$ cat src/rtl/tty_port_arb_if.sv
// Requester and character-port signals of tty_port_arb, grouped as one bundle.
// The arbiter uses the slave modport; requesters and the pin side use master.
interface tty_port_arb_if;
    logic       c0_req;
    logic [7:0] c0_dat;
    logic       c0_ack;
    logic       c1_req;
    logic [7:0] c1_dat;
    logic       c1_stop;
    logic       c1_ack;
    logic [7:0] lcd_data;
    logic       lcd_en;
    logic       lcd_rs;
    logic       lcd_rw;
    logic       busy;

    modport slave (
        input  c0_req, c0_dat, c1_req, c1_dat, c1_stop,
        output c0_ack, c1_ack, lcd_data, lcd_en, lcd_rs, lcd_rw, busy
    );
    modport master (
        output c0_req, c0_dat, c1_req, c1_dat, c1_stop,
        input  c0_ack, c1_ack, lcd_data, lcd_en, lcd_rs, lcd_rw, busy
    );
endinterface

$ cat src/rtl/tty_port_arb.sv
// Two-channel round-robin arbiter and setup/strobe/hold/gap sequencer for the
// DE0 character port. CONFIG_TTY_ARB_FIFO_EN adds a 4-entry channel 0 FIFO.
module tty_port_arb #(
    parameter int T_SETUP = 4,
    parameter int T_EN    = 8,
    parameter int T_HOLD  = 4,
    parameter int T_GAP   = 8
) (
    input  logic           wb_clk_i,
    input  logic           wb_rst_n,
    tty_port_arb_if.slave  bus
);
    localparam logic [2:0] S_IDLE   = 3'd0;
    localparam logic [2:0] S_SETUP  = 3'd1;
    localparam logic [2:0] S_STROBE = 3'd2;
    localparam logic [2:0] S_HOLD   = 3'd3;
    localparam logic [2:0] S_GAP    = 3'd4;

    localparam logic [7:0] L_SETUP = 8'(T_SETUP);
    localparam logic [7:0] L_EN    = 8'(T_EN);
    localparam logic [7:0] L_HOLD  = 8'(T_HOLD);
    localparam logic [7:0] L_GAP   = 8'(T_GAP);

    if (T_SETUP == 0 || T_EN == 0 || T_HOLD == 0) begin : g_bad_param
        $error("tty_port_arb: T_SETUP, T_EN and T_HOLD must be non-zero");
    end

    logic [2:0] r_state;
    logic [7:0] r_cnt;
    logic [7:0] r_data;
    logic       r_stop;
    logic       r_last;   // channel of the current/most recent grant

    logic       w_req0;
    logic [7:0] w_dat0;
    logic       w_grant1;
    logic       w_expire;
    logic       w_done;

    assign w_expire = (r_cnt == 8'd1);
    assign w_done   = (r_state == S_HOLD) && w_expire;
    assign w_grant1 = bus.c1_req && (!w_req0 || !r_last);

`ifdef CONFIG_TTY_ARB_FIFO_EN
    logic [7:0] r_fifo [4];
    logic [1:0] r_wp;
    logic [1:0] r_rp;
    logic [2:0] r_fcnt;
    logic       r_c0_ack;
    logic       w_push;
    logic       w_pop;

    // The ack cycle still carries the acknowledged request, so it never pushes.
    assign w_pop  = w_done && !r_last;
    assign w_push = bus.c0_req && !r_c0_ack && ((r_fcnt != 3'd4) || w_pop);
    assign w_req0 = (r_fcnt != 3'd0);
    assign w_dat0 = r_fifo[r_rp];
    assign bus.c0_ack = r_c0_ack;

    always_ff @(posedge wb_clk_i) begin
        if (w_push) r_fifo[r_wp] <= bus.c0_dat;
    end

    always_ff @(posedge wb_clk_i or negedge wb_rst_n) begin
        if (!wb_rst_n) begin
            r_wp     <= 2'd0;
            r_rp     <= 2'd0;
            r_fcnt   <= 3'd0;
            r_c0_ack <= 1'b0;
        end else begin
            r_c0_ack <= w_push;
            if (w_push) r_wp <= r_wp + 2'd1;
            if (w_pop)  r_rp <= r_rp + 2'd1;
            r_fcnt <= r_fcnt + {2'b00, w_push} - {2'b00, w_pop};
        end
    end
`else
    assign w_req0 = bus.c0_req;
    assign w_dat0 = bus.c0_dat;
    assign bus.c0_ack = w_done && !r_last;
`endif

    always_ff @(posedge wb_clk_i or negedge wb_rst_n) begin
        if (!wb_rst_n) begin
            r_state <= S_IDLE;
            r_cnt   <= 8'd0;
            r_data  <= 8'h00;
            r_stop  <= 1'b0;
            r_last  <= 1'b1;
        end else begin
            case (r_state)
                S_IDLE: begin
                    if (w_req0 || bus.c1_req) begin
                        r_data  <= w_grant1 ? bus.c1_dat : w_dat0;
                        r_stop  <= w_grant1 && bus.c1_stop;
                        r_last  <= w_grant1;
                        r_cnt   <= L_SETUP;
                        r_state <= S_SETUP;
                    end
                end
                S_SETUP: begin
                    if (w_expire) begin
                        r_cnt   <= L_EN;
                        r_state <= S_STROBE;
                    end else r_cnt <= r_cnt - 8'd1;
                end
                S_STROBE: begin
                    if (w_expire) begin
                        r_cnt   <= L_HOLD;
                        r_state <= S_HOLD;
                    end else r_cnt <= r_cnt - 8'd1;
                end
                S_HOLD: begin
                    if (w_expire) begin
                        r_cnt   <= L_GAP;
                        r_state <= (T_GAP == 0) ? S_IDLE : S_GAP;
                    end else r_cnt <= r_cnt - 8'd1;
                end
                S_GAP: begin
                    if (w_expire) r_state <= S_IDLE;
                    else          r_cnt   <= r_cnt - 8'd1;
                end
                default: r_state <= S_IDLE;
            endcase
        end
    end

    // Strobes decode the registered state so reset removes them asynchronously.
    assign bus.lcd_data = r_data;
    assign bus.lcd_en   = (r_state == S_STROBE);
    assign bus.lcd_rs   = (r_state == S_STROBE) && r_stop;
    assign bus.lcd_rw   = 1'b0;
    assign bus.busy     = (r_state != S_IDLE);
    assign bus.c1_ack   = w_done && r_last;
endmodule

$ cat src/flat_wrapper.sv
// flat-port wrapper written by rule: the top's interface ports become plain ports
module tty_port_arb_flat 
#(
    parameter int T_SETUP = 4,
    parameter int T_EN    = 8,
    parameter int T_HOLD  = 4,
    parameter int T_GAP   = 8
)
  (wb_clk_i, wb_rst_n, bus_c0_req, bus_c0_dat, bus_c1_req, bus_c1_dat, bus_c1_stop, bus_c0_ack, bus_c1_ack, bus_lcd_data, bus_lcd_en, bus_lcd_rs, bus_lcd_rw, bus_busy);
  tty_port_arb_if bus_i ();
  input  logic wb_clk_i;
  input  logic wb_rst_n;
  input wire logic [$bits(bus_i.c0_req)-1:0] bus_c0_req;
  input wire logic [$bits(bus_i.c0_dat)-1:0] bus_c0_dat;
  input wire logic [$bits(bus_i.c1_req)-1:0] bus_c1_req;
  input wire logic [$bits(bus_i.c1_dat)-1:0] bus_c1_dat;
  input wire logic [$bits(bus_i.c1_stop)-1:0] bus_c1_stop;
  output wire logic [$bits(bus_i.c0_ack)-1:0] bus_c0_ack;
  output wire logic [$bits(bus_i.c1_ack)-1:0] bus_c1_ack;
  output wire logic [$bits(bus_i.lcd_data)-1:0] bus_lcd_data;
  output wire logic [$bits(bus_i.lcd_en)-1:0] bus_lcd_en;
  output wire logic [$bits(bus_i.lcd_rs)-1:0] bus_lcd_rs;
  output wire logic [$bits(bus_i.lcd_rw)-1:0] bus_lcd_rw;
  output wire logic [$bits(bus_i.busy)-1:0] bus_busy;
  assign bus_i.c0_req = bus_c0_req;
  assign bus_i.c0_dat = bus_c0_dat;
  assign bus_i.c1_req = bus_c1_req;
  assign bus_i.c1_dat = bus_c1_dat;
  assign bus_i.c1_stop = bus_c1_stop;
  assign bus_c0_ack = bus_i.c0_ack;
  assign bus_c1_ack = bus_i.c1_ack;
  assign bus_lcd_data = bus_i.lcd_data;
  assign bus_lcd_en = bus_i.lcd_en;
  assign bus_lcd_rs = bus_i.lcd_rs;
  assign bus_lcd_rw = bus_i.lcd_rw;
  assign bus_busy = bus_i.busy;
  tty_port_arb #(.T_SETUP(T_SETUP), .T_EN(T_EN), .T_HOLD(T_HOLD), .T_GAP(T_GAP)) u_core (.wb_clk_i(wb_clk_i), .wb_rst_n(wb_rst_n), .bus(bus_i));
endmodule
$ cat config.mk
export PLATFORM = sky130hd
export DESIGN_NAME = tty_port_arb_flat
export DESIGN_NICKNAME = d
export VERILOG_FILES = /design/src/rtl/tty_port_arb_if.sv /design/src/rtl/tty_port_arb.sv /design/src/flat_wrapper.sv
export SDC_FILE = /design/constraint.sdc
export NUM_CORES = 1
export LEC_CHECK = 0
export CAP_MARGIN = 10
export CORE_UTILIZATION = 45
export CTS_BUF_LIST = sky130_fd_sc_hd__clkbuf_4 sky130_fd_sc_hd__clkbuf_8 sky130_fd_sc_hd__clkbuf_16
export DETAILED_ROUTE_END_ITERATION = 6
export PLACE_DENSITY_LB_ADDON = 0.15
export SETUP_SLACK_MARGIN = 0.02
export SLEW_MARGIN = 10
export SYNTH_ARGS = -nofsm -noshare
export SYNTH_HDL_FRONTEND = slang
export SYNTH_SLANG_ARGS = --single-unit
$ cat constraint.sdc
create_clock -name wb_clk_i -period 4.5 [get_ports wb_clk_i]
set_clock_uncertainty 0.1 [all_clocks]
set_input_delay 1.35 -clock wb_clk_i [delete_from_list [all_inputs] [get_ports wb_clk_i]]
set_output_delay 1.35 -clock wb_clk_i [all_outputs]
set_load 0.1 [all_outputs]
Yosys cells after proc, flatten, opt, wreduce, memory -nomap -nowiden --
Cells that the tools add are included.
Word-level totals: output and inout bits 14, flip-flop bits (word level) 21
Operators by class: multiplexer cells 12, eq/ne operators 11, add/subtract/negate cells 1, reductions and logical operators 17
Operators with widths (number):
- $mux 8 | 5
- $pmux 8 s4 | 1
- $mux 3 | 5
- $pmux 3 s5 | 1
- $ne 2x1->1 const B | 5
- $eq 8x1->1 const B | 1
- $sub 8x1->8 const B | 1
- $eq 3x2->1 const B | 2
- $logic_and 1x1->1 | 6
- $reduce_and 5->1 | 1
- $reduce_bool 4->1 | 1
- $eq 3x1->1 const B | 1
- $eq 3x3->1 const B | 1
- $logic_not 3->1 | 1
- $reduce_and 3->1 | 1
- $reduce_bool 3->1 | 1
- $logic_not 1->1 | 2
- $logic_or 1x1->1 | 2
- $ne 2x2->1 const B | 1
- $reduce_and 2->1 | 1
- $reduce_or 2->1 | 1

Depth between registers and ports, before layout --
depth after elaboration 4, mapped depth 8, depth with buffers taken out 7

Worst setup path after synthesis --
OpenSTA, ideal clock, no wires.
path kind register to output, from reg u_core.r_state[1], to out bus_lcd_rs, slack 0.062 ns, stages on the path, launching flop included 5, data arrival time 2.988 ns, cells stage by stage dfrtp_1 buf_2 nor2b_1 nor2b_1 and2_1
Between the ends: word-level cells in the longest chain between the ends 2
RTL lines:
- start: declaration | RTL line tty_port_arb.sv:28 | logic [2:0] r_state;
- start signal: assignment | RTL line tty_port_arb.sv:116 | r_state <= (T_GAP == 0) ? S_IDLE : S_GAP;
- $eq 3x2->1
- via bus_lcd_en | RTL line flat_wrapper.sv:21 | output wire logic [$bits(bus_i.lcd_en)-1:0] bus_lcd_en;
- $logic_and 1x1->1 | RTL line tty_port_arb.sv:131 | assign bus.lcd_rs = (r_state == S_STROBE) && r_stop;
- end: declaration | RTL line flat_wrapper.sv:22 | output wire logic [$bits(bus_i.lcd_rs)-1:0] bus_lcd_rs;
The timed path passes the listed nets, and every way through them passes these cells.

Worst setup path after layout --
from reg u_core.r_cnt[1], to out bus_c1_ack
Between the ends: word-level cells in the longest chain between the ends 3
RTL lines:
- start: declaration | RTL line tty_port_arb.sv:29 | logic [7:0] r_cnt;
- start signal: assignment | RTL line tty_port_arb.sv:105 | end else r_cnt <= r_cnt - 8'd1;
- start signal: assignment | RTL line tty_port_arb.sv:111 | end else r_cnt <= r_cnt - 8'd1;
- start signal: assignment | RTL line tty_port_arb.sv:117 | end else r_cnt <= r_cnt - 8'd1;
- $eq 8x1->1 | RTL line tty_port_arb.sv:40 | assign w_expire = (r_cnt == 8'd1);
- $logic_and 1x1->1 | RTL line tty_port_arb.sv:41 | assign w_done = (r_state == S_HOLD) && w_expire;
- $logic_and 1x1->1 | RTL line tty_port_arb.sv:134 | assign bus.c1_ack = w_done && r_last;
- end: declaration | RTL line flat_wrapper.sv:19 | output wire logic [$bits(bus_i.c1_ack)-1:0] bus_c1_ack;
Every way passes these cells.

==> run metrics <==
outcome completed; pin count of the biggest net entering global routing 22; Synth area leaders dfrtp_1 40%, a21oi_1 6.4%, mux2i_1 6.4%, nor2_1 4.8%, o21ai_0 3.2%; relative slew slack 0.3492; leak pwr 0.6628 nW; Synth top cells by count 20 x dfrtp_1, 16 x a21oi_1, 16 x nor2_1; Nets 191; cts hold-fix bufs 0; Syn Nets 160; top-level port count 35; setup repair bufs after CTS 0; maximum vdd drop 0.6422 mV; number of global-route vias before repair 916; Fin. Hold Viols 0; most common cell in the synthesized netlist dfrtp_1; R2R Setup Slk 2.32 ns; worst path arrival time 2.37 ns; HP Class flop to flop; gpl congestion 0.8085; routed wire length 2.694 mm; # diodes 0; clock slew at reported path FFs 0.12 ns; first drt pass iteration count 5; Setup Slack @ Placement 1.067 ns; Sum Neg Setup Slack 0 ns; Longest Clk Path Bufs 2; kind of critical path flop to output port; Core ar. 2545 sq um; CP Launch Point u_core.r_cnt[1]; RSZ-0062 raised after global routing false; Die X 54.71 um; DR WL/cell 13.68 um; routed via count 1104; initial core utilization 0.4912; initial antenna violation count 0; layout cells sized above 1 0.1138; worst r2r dst u_core.r_cnt[0]; Final period util 0.8496; dominant synthesized flop cell dfrtp_1; total grt overflow 0; register area share after synthesis 0.4214; Slew Limit Fails 0; row cnt 18; Yosys cell types 40; # H-tree levels 1; Root Buffer Master clkbuf_4; Syn Inst Count 137; crit path max fanout 12; worst slew pin tran 0.9731 ns; PortBufs 33; post_cts resized 0; r2r worst-path depth 7; clk sinks 21; Num CTS Buffers 3; insertion delay to the later sink of the worst-skew pair 0.32 ns; drt initial violations 28; Worst Setup EP bus_c1_ack; area grow syn2layout 27.73%; setup ws final 0.6767 ns; Yosys warnings 0; CTS tree done; Antenna Violating Nets Remaining 0; post-synth top area share 0.4004; Post-synth ARST share 1.000; Die Y 54.71 um; RR Startpoint u_core.r_cnt[1]; Tot GR Track Use 0.1937; post-synth top area cell dfrtp_1; Worst setup EP type output port; startpoint types flop; EDFF count, synth 0; Detail Placement HPWL 2.003 mm; Synth Cell Area 1250 sq um; vias per cell 5.604; pwr dens 704.5 nW/um^2; drt drc 0; WP data required 3.05 ns; Synth Register Bits 21; Max-Cap Viols 0; global-route wire length before repair 4.015 mm; Pwr Total 1.125 mW; Final min period 3.823 ns; die area 2993 sq um; final core occ 0.6273; worst hold slack 0.4240 ns; syn avg cell area 9.124 sq um; Max Fclk 0.2616 GHz; setup violators final 0
## kinds of logic after synthesis
kind of cell,Yosys count,share of synthesized area
and+or+nand+nor,49,0.2242
AOI/OAI and AO/OA,42,0.2102
adders and majority gates,2,0.02002
other,1,0.003000
muxes,8,0.06407
buffers and inverters,13,0.05004
DFF,21,0.4214
xor gates and xnor gates,1,0.007008
## worst min path at each step
stage	endpoint	startpoint	slack (ns)	depth (start not counted)
6_report	u_core.r_stop	u_core.r_stop	0.42	2
5_1_grt	u_core.r_stop	u_core.r_stop	0.45	2
3_3_place_gp	u_core.r_stop	u_core.r_stop	0.39	2
3_5_place_dp	u_core.r_stop	u_core.r_stop	0.40	2
2_1_floorplan	u_core.r_stop	u_core.r_stop	0.36	2
4_1_cts	u_core.r_last	u_core.r_last	0.42	2
## layout make-up
cell class                 count  area (sq um)
fill                         235         948.4
clock buffer                   3         22.52
tap                           30         37.54
sequential                    21         526.8
multi-input combinational    103         660.6
timing repair buffer          34         325.3
clock inverter                 1         5.005
inverter                       5         18.77
## state kept, by name, indices dropped and copies added, names as in the netlist
| name | count |
|---|---|
| u_core.r_cnt | 8 |
| u_core.r_stop | 1 |
| u_core.r_last | 1 |
| u_core.bus.lcd_data | 8 |
| u_core.r_state | 3 |
## worst max-delay path: stages (launching register included)
cell	delay [ns]
dfrtp_1	0.45
inv_1	0.12
ha_1	0.17
nor4b_2	0.26
and2_1	0.43
nand3_1	0.20
nor2_1	0.13
buf_4	0.30
## placed cells by master (no fill, tap or decap), types with 4 or more instances in the layout
cell and n:
clkdlybuf4s50_1 28, dfrtp_1 20, nor2_1 16, a21oi_1 16
mux2i_1 8, nand2_1 8, o21ai_0 8, buf_4 6
inv_1 5, nor2b_1 4, o31ai_1 4
## stage by stage
step	cells	area, sq um
after detailed placement	193	1569
after floorplan	137	1250
final	197	1597
after global placement	193	1569
after CTS	197	1597
after global routing	197	1597
## per-layer routing
metal / global-route usage / up-vias / wire length, um
li1: - / 555 / -
met1: 0.2568 / 512 / 1235
met2: 0.2972 / 32 / 1269
met3: 0.03333 / 5 / 132
met4: 0.1026 / 0 / 56
met5: 0 / - / 0
## power by group
group	internal (mW)	leakage [nW]	switching (mW)
logic	0.208	0.397	0.452
registers	0.280	0.248	0.0879
clock network	0.0333	0.0177	0.0636
total	0.521	0.663	0.603
(Power assumes the default switching activity.)
